===== config.mk =====
export PLATFORM = sky130hd
export DESIGN_NAME = stopwatch_counter
export DESIGN_NICKNAME = d
export VERILOG_FILES = /design/src/rtl/stopwatch_counter.sv
export SDC_FILE = /design/constraint.sdc
export NUM_CORES = 1
export LEC_CHECK = 0
export BUFFER_PORTS_ARGS = -buffer_cell sky130_fd_sc_hd__buf_2
export CORE_MARGIN = 5
export CORE_UTILIZATION = 56
export CTS_BUF_LIST = sky130_fd_sc_hd__clkbuf_8
export DETAILED_ROUTE_END_ITERATION = 16
export PLACE_DENSITY = 0.78
export SYNTH_ARGS = -nofsm -noshare
export SYNTH_HDL_FRONTEND = slang
export SYNTH_SLANG_ARGS = --single-unit

===== constraint.sdc =====
create_clock -name clk -period 2.7 [get_ports clk]
set_input_delay 0.27 -clock clk [delete_from_list [all_inputs] [get_ports clk]]
set_output_delay 0.27 -clock clk [all_outputs]
set_load 0.03 [all_outputs]

===== src/rtl/stopwatch_counter.sv =====
// stopwatch_counter
//   Divides clk down to a centisecond tick and accumulates elapsed time as
//   mm:ss.cc in BCD. It also provides a lap hold that freezes the display
//   while the live count keeps running.
//
// Parameters
//   CLK_DIV    clk cycles per centisecond (>= 2)
// Ports
//   clk        system clock
//   reset      asynchronous, active-high reset; clears every register
//   en         run enable (level)
//   rst        synchronous clear (level); overrides en and lap
//   lap        single-cycle pulse; toggles the lap hold
//   disp_cs    displayed centiseconds, BCD {tens, ones}
//   disp_sec   displayed seconds, BCD
//   disp_min   displayed minutes, BCD
//   lap_active lap hold in effect (display shows the shadow copy)
//   rollover   one-cycle pulse after 59:59.99 wraps to 00:00.00
module stopwatch_counter #(
  parameter int CLK_DIV = 500000
) (
  input  logic       clk,
  input  logic       reset,
  input  logic       en,
  input  logic       rst,
  input  logic       lap,
  output logic [7:0] disp_cs,
  output logic [7:0] disp_sec,
  output logic [7:0] disp_min,
  output logic       lap_active,
  output logic       rollover
);

  localparam int              PW      = $clog2(CLK_DIV);
  localparam logic [PW-1:0]   PRE_MAX = PW'(CLK_DIV - 1);

  logic [PW-1:0] pre;
  logic [7:0]    cs, sec, min;
  logic [7:0]    sh_cs, sh_sec, sh_min;

  // Two-digit BCD increment that wraps at {top_tens, 9}.
  // Returns {carry_out, next_value}.
  function automatic logic [8:0] bcd_inc(input logic [7:0] v,
                                         input logic [3:0] top_tens);
    if (v[3:0] != 4'd9)
      return {1'b0, v[7:4], v[3:0] + 4'd1};
    else if (v[7:4] != top_tens)
      return {1'b0, v[7:4] + 4'd1, 4'd0};
    else
      return {1'b1, 8'h00};
  endfunction

  logic       tick;
  logic [8:0] cs_inc, sec_inc, min_inc;
  logic [7:0] sec_nxt, min_nxt;
  logic       wrap;

  // Full ripple cs -> sec -> min within one edge.
  always_comb begin
    tick    = en && (pre == PRE_MAX);
    cs_inc  = bcd_inc(cs, 4'd9);
    sec_inc = bcd_inc(sec, 4'd5);
    min_inc = bcd_inc(min, 4'd5);
    sec_nxt = cs_inc[8] ? sec_inc[7:0] : sec;
    min_nxt = (cs_inc[8] && sec_inc[8]) ? min_inc[7:0] : min;
    wrap    = cs_inc[8] && sec_inc[8] && min_inc[8];
  end

  always_ff @(posedge clk or posedge reset) begin
    if (reset) begin
      pre        <= '0;
      cs         <= '0;
      sec        <= '0;
      min        <= '0;
      sh_cs      <= '0;
      sh_sec     <= '0;
      sh_min     <= '0;
      lap_active <= 1'b0;
      rollover   <= 1'b0;
    end else if (rst) begin
      // Shadows are left alone: they are invisible while lap_active is 0
      // and get recaptured on the next lap.
      pre        <= '0;
      cs         <= '0;
      sec        <= '0;
      min        <= '0;
      lap_active <= 1'b0;
      rollover   <= 1'b0;
    end else begin
      rollover <= tick && wrap;

      // With en low pre simply holds, so a pause at PRE_MAX ticks on the
      // first enabled edge after resume.
      if (tick) begin
        pre <= '0;
        cs  <= cs_inc[7:0];
        sec <= sec_nxt;
        min <= min_nxt;
      end else if (en) begin
        pre <= pre + PW'(1);
      end

      // The shadow samples the pre-edge live value, so a lap landing on a
      // tick edge captures the time before the increment.
      if (lap) begin
        if (!lap_active) begin
          sh_cs      <= cs;
          sh_sec     <= sec;
          sh_min     <= min;
          lap_active <= 1'b1;
        end else begin
          lap_active <= 1'b0;
        end
      end
    end
  end

  assign disp_cs  = lap_active ? sh_cs  : cs;
  assign disp_sec = lap_active ? sh_sec : sec;
  assign disp_min = lap_active ? sh_min : min;

endmodule


## Word level (Yosys, flattened, before mapping)

Cells that the tools add are included.

- Output and inout port bits: 26
- Register bits: 69

- Muxes and demuxes: 24
- Equal/unequal tests: 10
- Add/subtract/negate cells: 7
- Bitwise logic cells: 1
- Reduce and logical (&&, ||, !) cells: 15

Operator list:

| kind | number |
|---|---|
| two-way mux 8 bit | 11 |
| two-way mux 19 bit | 3 |
| two-way mux 9 bit | 6 |
| adder 4 x 1 -> 4 bit (second input constant) | 6 |
| adder 19 x 1 -> 19 bit (second input constant) | 1 |
| equality test 19 bit (second input constant) | 1 |
| != test 4 bit (second input constant) | 4 |
| != test 4 x 3 -> 1 bit (second input constant) | 2 |
| AND reduction 2 bit | 4 |
| nonzero test 2 bit | 4 |
| != test 2 bit (second input constant) | 3 |
| AND reduction 3 bit | 2 |
| logical AND 1 bit | 4 |
| two-way mux 1 bit | 4 |
| nonzero test 3 bit | 1 |
| inverter 1 bit | 1 |

## Depth between registers and ports, before layout

- Depth in word-level cells: 7
- Depth in mapped cells: 8
- Gate-level depth less buffers: 6

## Least setup slack after synthesis

OpenSTA, ideal clock, no wires.

- Kind: register to register
- Start: register pre[9]
- End: register min[2]
- Period minus slack after synthesis: 2541 ps
- Setup time: 125 ps
- Setup slack: 159 ps
- Required time: 2575 ps
- Data arrival time: 2417 ps
- Cell stages (with the launch flop): 7
- Path buffers: 2
- Path through: dfrtp_1 -> or4b_4 -> or4_4 -> buf_6 -> buf_2 -> nor4_1 -> mux2_2

- Cells in the longest elaborated chain, start to end: 4

RTL lines:

| item | line | source |
|---|---|---|
| start: declaration | 37 | `logic [PW-1:0] pre;` |
| start signal: assignment | 100 | `pre <= pre + PW'(1);` |
| equality test 19 bit | 60 | `tick = en && (pre == PRE_MAX);` |
| logical AND 1 bit | 60 |  |
| nonzero test 2 bit (no source line) | - |  |
| AND reduction 2 bit (no source line) | - |  |
| end signal: assignment | 98 | `min <= min_nxt;` |
| end: declaration | 38 | `logic [7:0] cs, sec, min;` |

No other way between the ends.
A chain may end at the register's enable or synchronous reset.

## Final worst setup path

- Start: register pre[9]
- End: register sec[7]

- Cells in the longest elaborated chain, start to end: 4

RTL lines:

| item | line | source |
|---|---|---|
| equality test 19 bit | 60 |  |
| logical AND 1 bit | 60 |  |
| nonzero test 2 bit (no source line) | - |  |
| AND reduction 3 bit (no source line) | - |  |
| end signal: assignment | 97 | `sec <= sec_nxt;` |
| end: declaration | 38 |  |

No other way between the ends.

==> flow_metrics.tcl <==
set metrics [dict create \
    status "completed" \
    seqCellArea_um2 1730 \
    root_buffer "clkbuf_8" \
    cts_tree "yes" \
    r2r-start "pre[9]$_DFFE_PP0P_" \
    synthArstFlopShare_pct 100 \
    die_area_um2 8690 \
    synth_fa_ha_area_share_pct 4.20 \
    vias 3017 \
    core_um2 6760 \
    pre_cts_ws_ns 0.0946 \
    syn_area_per_cell_um2 10.2 \
    synth_top_family_by_area "simple AND/OR/NAND/NOR gates" \
    fp.dieW_um 93.2 \
    tns_ns 0 \
    drcViolationCount 0 \
    ys_seq_area_share_pct 44.5 \
    synth_edf_count 0 \
    antennaDiodeCount 0 \
    grt_pass1_wl_um 13900 \
    cts_buffers 9 \
    cp_max_fo 9 \
    io_pins 31 \
    final_util_pct 64.2 \
    overflow 0 \
    antenna_found_initial 0 \
    hold_buffers 0 \
    p_switching_mw 0.457 \
    place_congestion 0.807 \
    switching_share_pct 22.2 \
    vdd_drop_max_mv 0.291 \
    seqPwrFrac_pct 50.4 \
    final_common_cell "dfrtp_1" \
    r2r_cells 5 \
    cts.sinks 69 \
    clkSlewWorstSetupHoldPaths_ns 0.07 \
    startpoint_type "register" \
    synth.mux.area_fraction_pct 14.2 \
    leakage_nw 1.96 \
    insertion_delay_ns 0.35 \
    post_drt_via_cell_ratio 6.11 \
    start_util_pct 57.4 \
    first_global_vias 2971 \
    setup_viol 0 \
    cts_buffer_depth 2 \
    htree_levels 3 \
    synth_cell_types 48 \
    crit_type "reg2reg" \
    grt_use_total_pct 19.8 \
    rows 30 \
    cp.arrival_ns 2.87 \
    synth-xor-area-share_pct 2.49 \
    mappedNetlistArea_um2 3880 \
    slew_headroom_pct 54.0 \
    antenna_left 0 \
    dpl_cell_area_um2 4130 \
    worstSetupEndpointType "register" \
    numPortBuffers 30 \
    p_per_area_nw_per_um2 475 \
    syn_to_final_growth_pct 12.0 \
    wl_per_cell_um 16.7 \
    power_frac_comb_pct 5.3 \
    drv_cap 0 \
    r2r-end "sec[7]$_DFFE_PP0P_" \
    drt_iter0_drc 170 \
    slew_violations 0 \
    syn-num-nets 398 \
    ys_ff_latch 69 \
    syn_inst 380 \
    dr.pass1.iters 4 \
    p_int_mw 1.61 \
    stdcell_area_um2 4340 \
    ys_warn_count 0 \
    cts_setup_buffers 0 \
    worstPathRequired_ns 2.93 \
    hold_viol_final 0 \
    r2r_slack_ns 0.06 \
    fin_crit_sh_pct 97.9 \
    hp-class "in2async" \
    nets 428 \
    final.setup.worst_slack_ns 0.0565 \
    wirelength_um 8230 \
    fin_skew_ns 0.0101 \
    finalCriticalPeriod_ns 2.64 \
    synth-main-ff-cell "dfrtp_1" \
    worstMarginPinSlew_ns 0.690 \
    yosys.area_share.simple_pct 21.1 \
    rsz0062_at_grt "no" \
    cts_resized 0 \
    post-dp-hpwl_um 5630 \
    grt_max_degree 40 \
    final_cell_mix "dfrtp_1, mux2_2, buf_2, nor2_1" \
    synth_compound_area_share_pct 9.75 \
    fmaxAchievable_mhz 378 \
    multi_input_area_um2 2010 \
    drive_above_1_share_pct 27.3 \
    p_clk_share_pct 44.3 \
    die_y_um 93.2 \
    fillCellCount 551 \
]
## final cells by class
cell class | count | share of cell area, %
Clock inverter | 5 | 1.73
Inverter | 14 | 1.21
Timing Repair Buffer | 40 | 5.48
Multi-Input combinational cell | 276 | 46.3
Tap cell | 80 | 2.31
Sequential cell | 69 | 39.8
Clock buffer | 10 | 3.17
## critical path, stage by stage, from the launching register on
cell and delay (ns):
dfrtp_1 0.44, or4b_4 0.60, or4_4 0.61, buf_4 0.19
nor4_1 0.32, mux2_2 0.38
## sequential cells by signal, indices dropped and copies added (netlist names)
| signal | cells |
|---|---|
| sec | 8 |
| pre | 19 |
| lap_active | 1 |
| cs | 8 |
| sh_min | 8 |
| rollover | 1 |
| min | 8 |
| sh_cs | 8 |
| sh_sec | 8 |
## how the worst max path moves through the flow
| stage | from | to | depth (start not counted) |
|---|---|---|---|
| final | pre[9]$_DFFE_PP0P_ | sec[7]$_DFFE_PP0P_ | 5 |
| after global routing | pre[9]$_DFFE_PP0P_ | min[4]$_DFFE_PP0P_ | 4 |
| after CTS | pre[9]$_DFFE_PP0P_ | sec[7]$_DFFE_PP0P_ | 5 |
| after detailed placement | pre[9]$_DFFE_PP0P_ | sec[7]$_DFFE_PP0P_ | 5 |
| after global placement | pre[9]$_DFFE_PP0P_ | min[4]$_DFFE_PP0P_ | 4 |
| after floorplan | pre[9]$_DFFE_PP0P_ | min[2]$_DFFE_PP0P_ | 6 |
## logic make-up after synthesis
| group | Yosys count |
|---|---|
| compound gates | 60 |
| xor+xnor | 11 |
| fa+ha+maj | 13 |
| buf+inv | 35 |
| flops | 69 |
| mux | 49 |
| simple gates | 143 |
## cells in the mapped netlist (2+ instances only)
cell | number | area (µm²)
dfrtp_1 | 69 | 1730
mux2_2 | 49 | 552
nor2_1 | 25 | 93.8
nand2_1 | 22 | 82.6
o21ai_0 | 22 | 110
clkbuf_1 | 17 | 63.8
a21oi_1 | 16 | 80.1
nor3_1 | 15 | 75.1
or4_1 | 15 | 113
inv_1 | 14 | 52.6
ha_1 | 13 | 163
nand3_1 | 11 | 55.1
nor2b_1 | 8 | 50.1
xnor2_1 | 8 | 70.1
nor4_1 | 7 | 43.8
and3b_1 | 6 | 52.6
o31ai_1 | 6 | 45.0
nand4_1 | 5 | 31.3
or3_1 | 5 | 31.3
and3_1 | 4 | 25.0
nand2b_1 | 4 | 25.0
a32o_1 | 3 | 30.0
xor2_1 | 3 | 26.3
a311oi_1 | 2 | 17.5
and2_1 | 2 | 12.5
buf_2 | 2 | 10.0
nand3b_1 | 2 | 15.0
nor3b_1 | 2 | 15.0
o211ai_1 | 2 | 15.0
o311a_1 | 2 | 20.0
or4b_1 | 2 | 20.0
## metal layers
metal / track usage [%] / routed length, µm / vias to the layer above
li1: - / - / 1450
met1: 25.2 / 3680 / 1488
met2: 34.0 / 4120 / 68
met3: 2.98 / 320 / 11
met4: 7.69 / 102 / 0
met5: 0 / 0 / -
## power groups by stage
stage	sequential [mW]	combinational [mW]	clock [mW]
5_1_grt	1.04	0.122	0.971
3_3_place_gp	1.06	0.109	0
4_1_cts	1.04	0.112	0.925
3_5_place_dp	1.06	0.111	0
2_1_floorplan	1.06	0.0750	0
6_report	1.04	0.109	0.914
## through the flow
step	std cells	total power, mW	hold slack (ns)
floorplan	380	1.14	0.416
global placement	479	1.17	0.414
detailed placement	479	1.17	0.419
CTS	494	2.08	0.0502
global route	494	2.13	0.100
finish	494	2.06	0.0302
(Power assumes the default switching activity.)
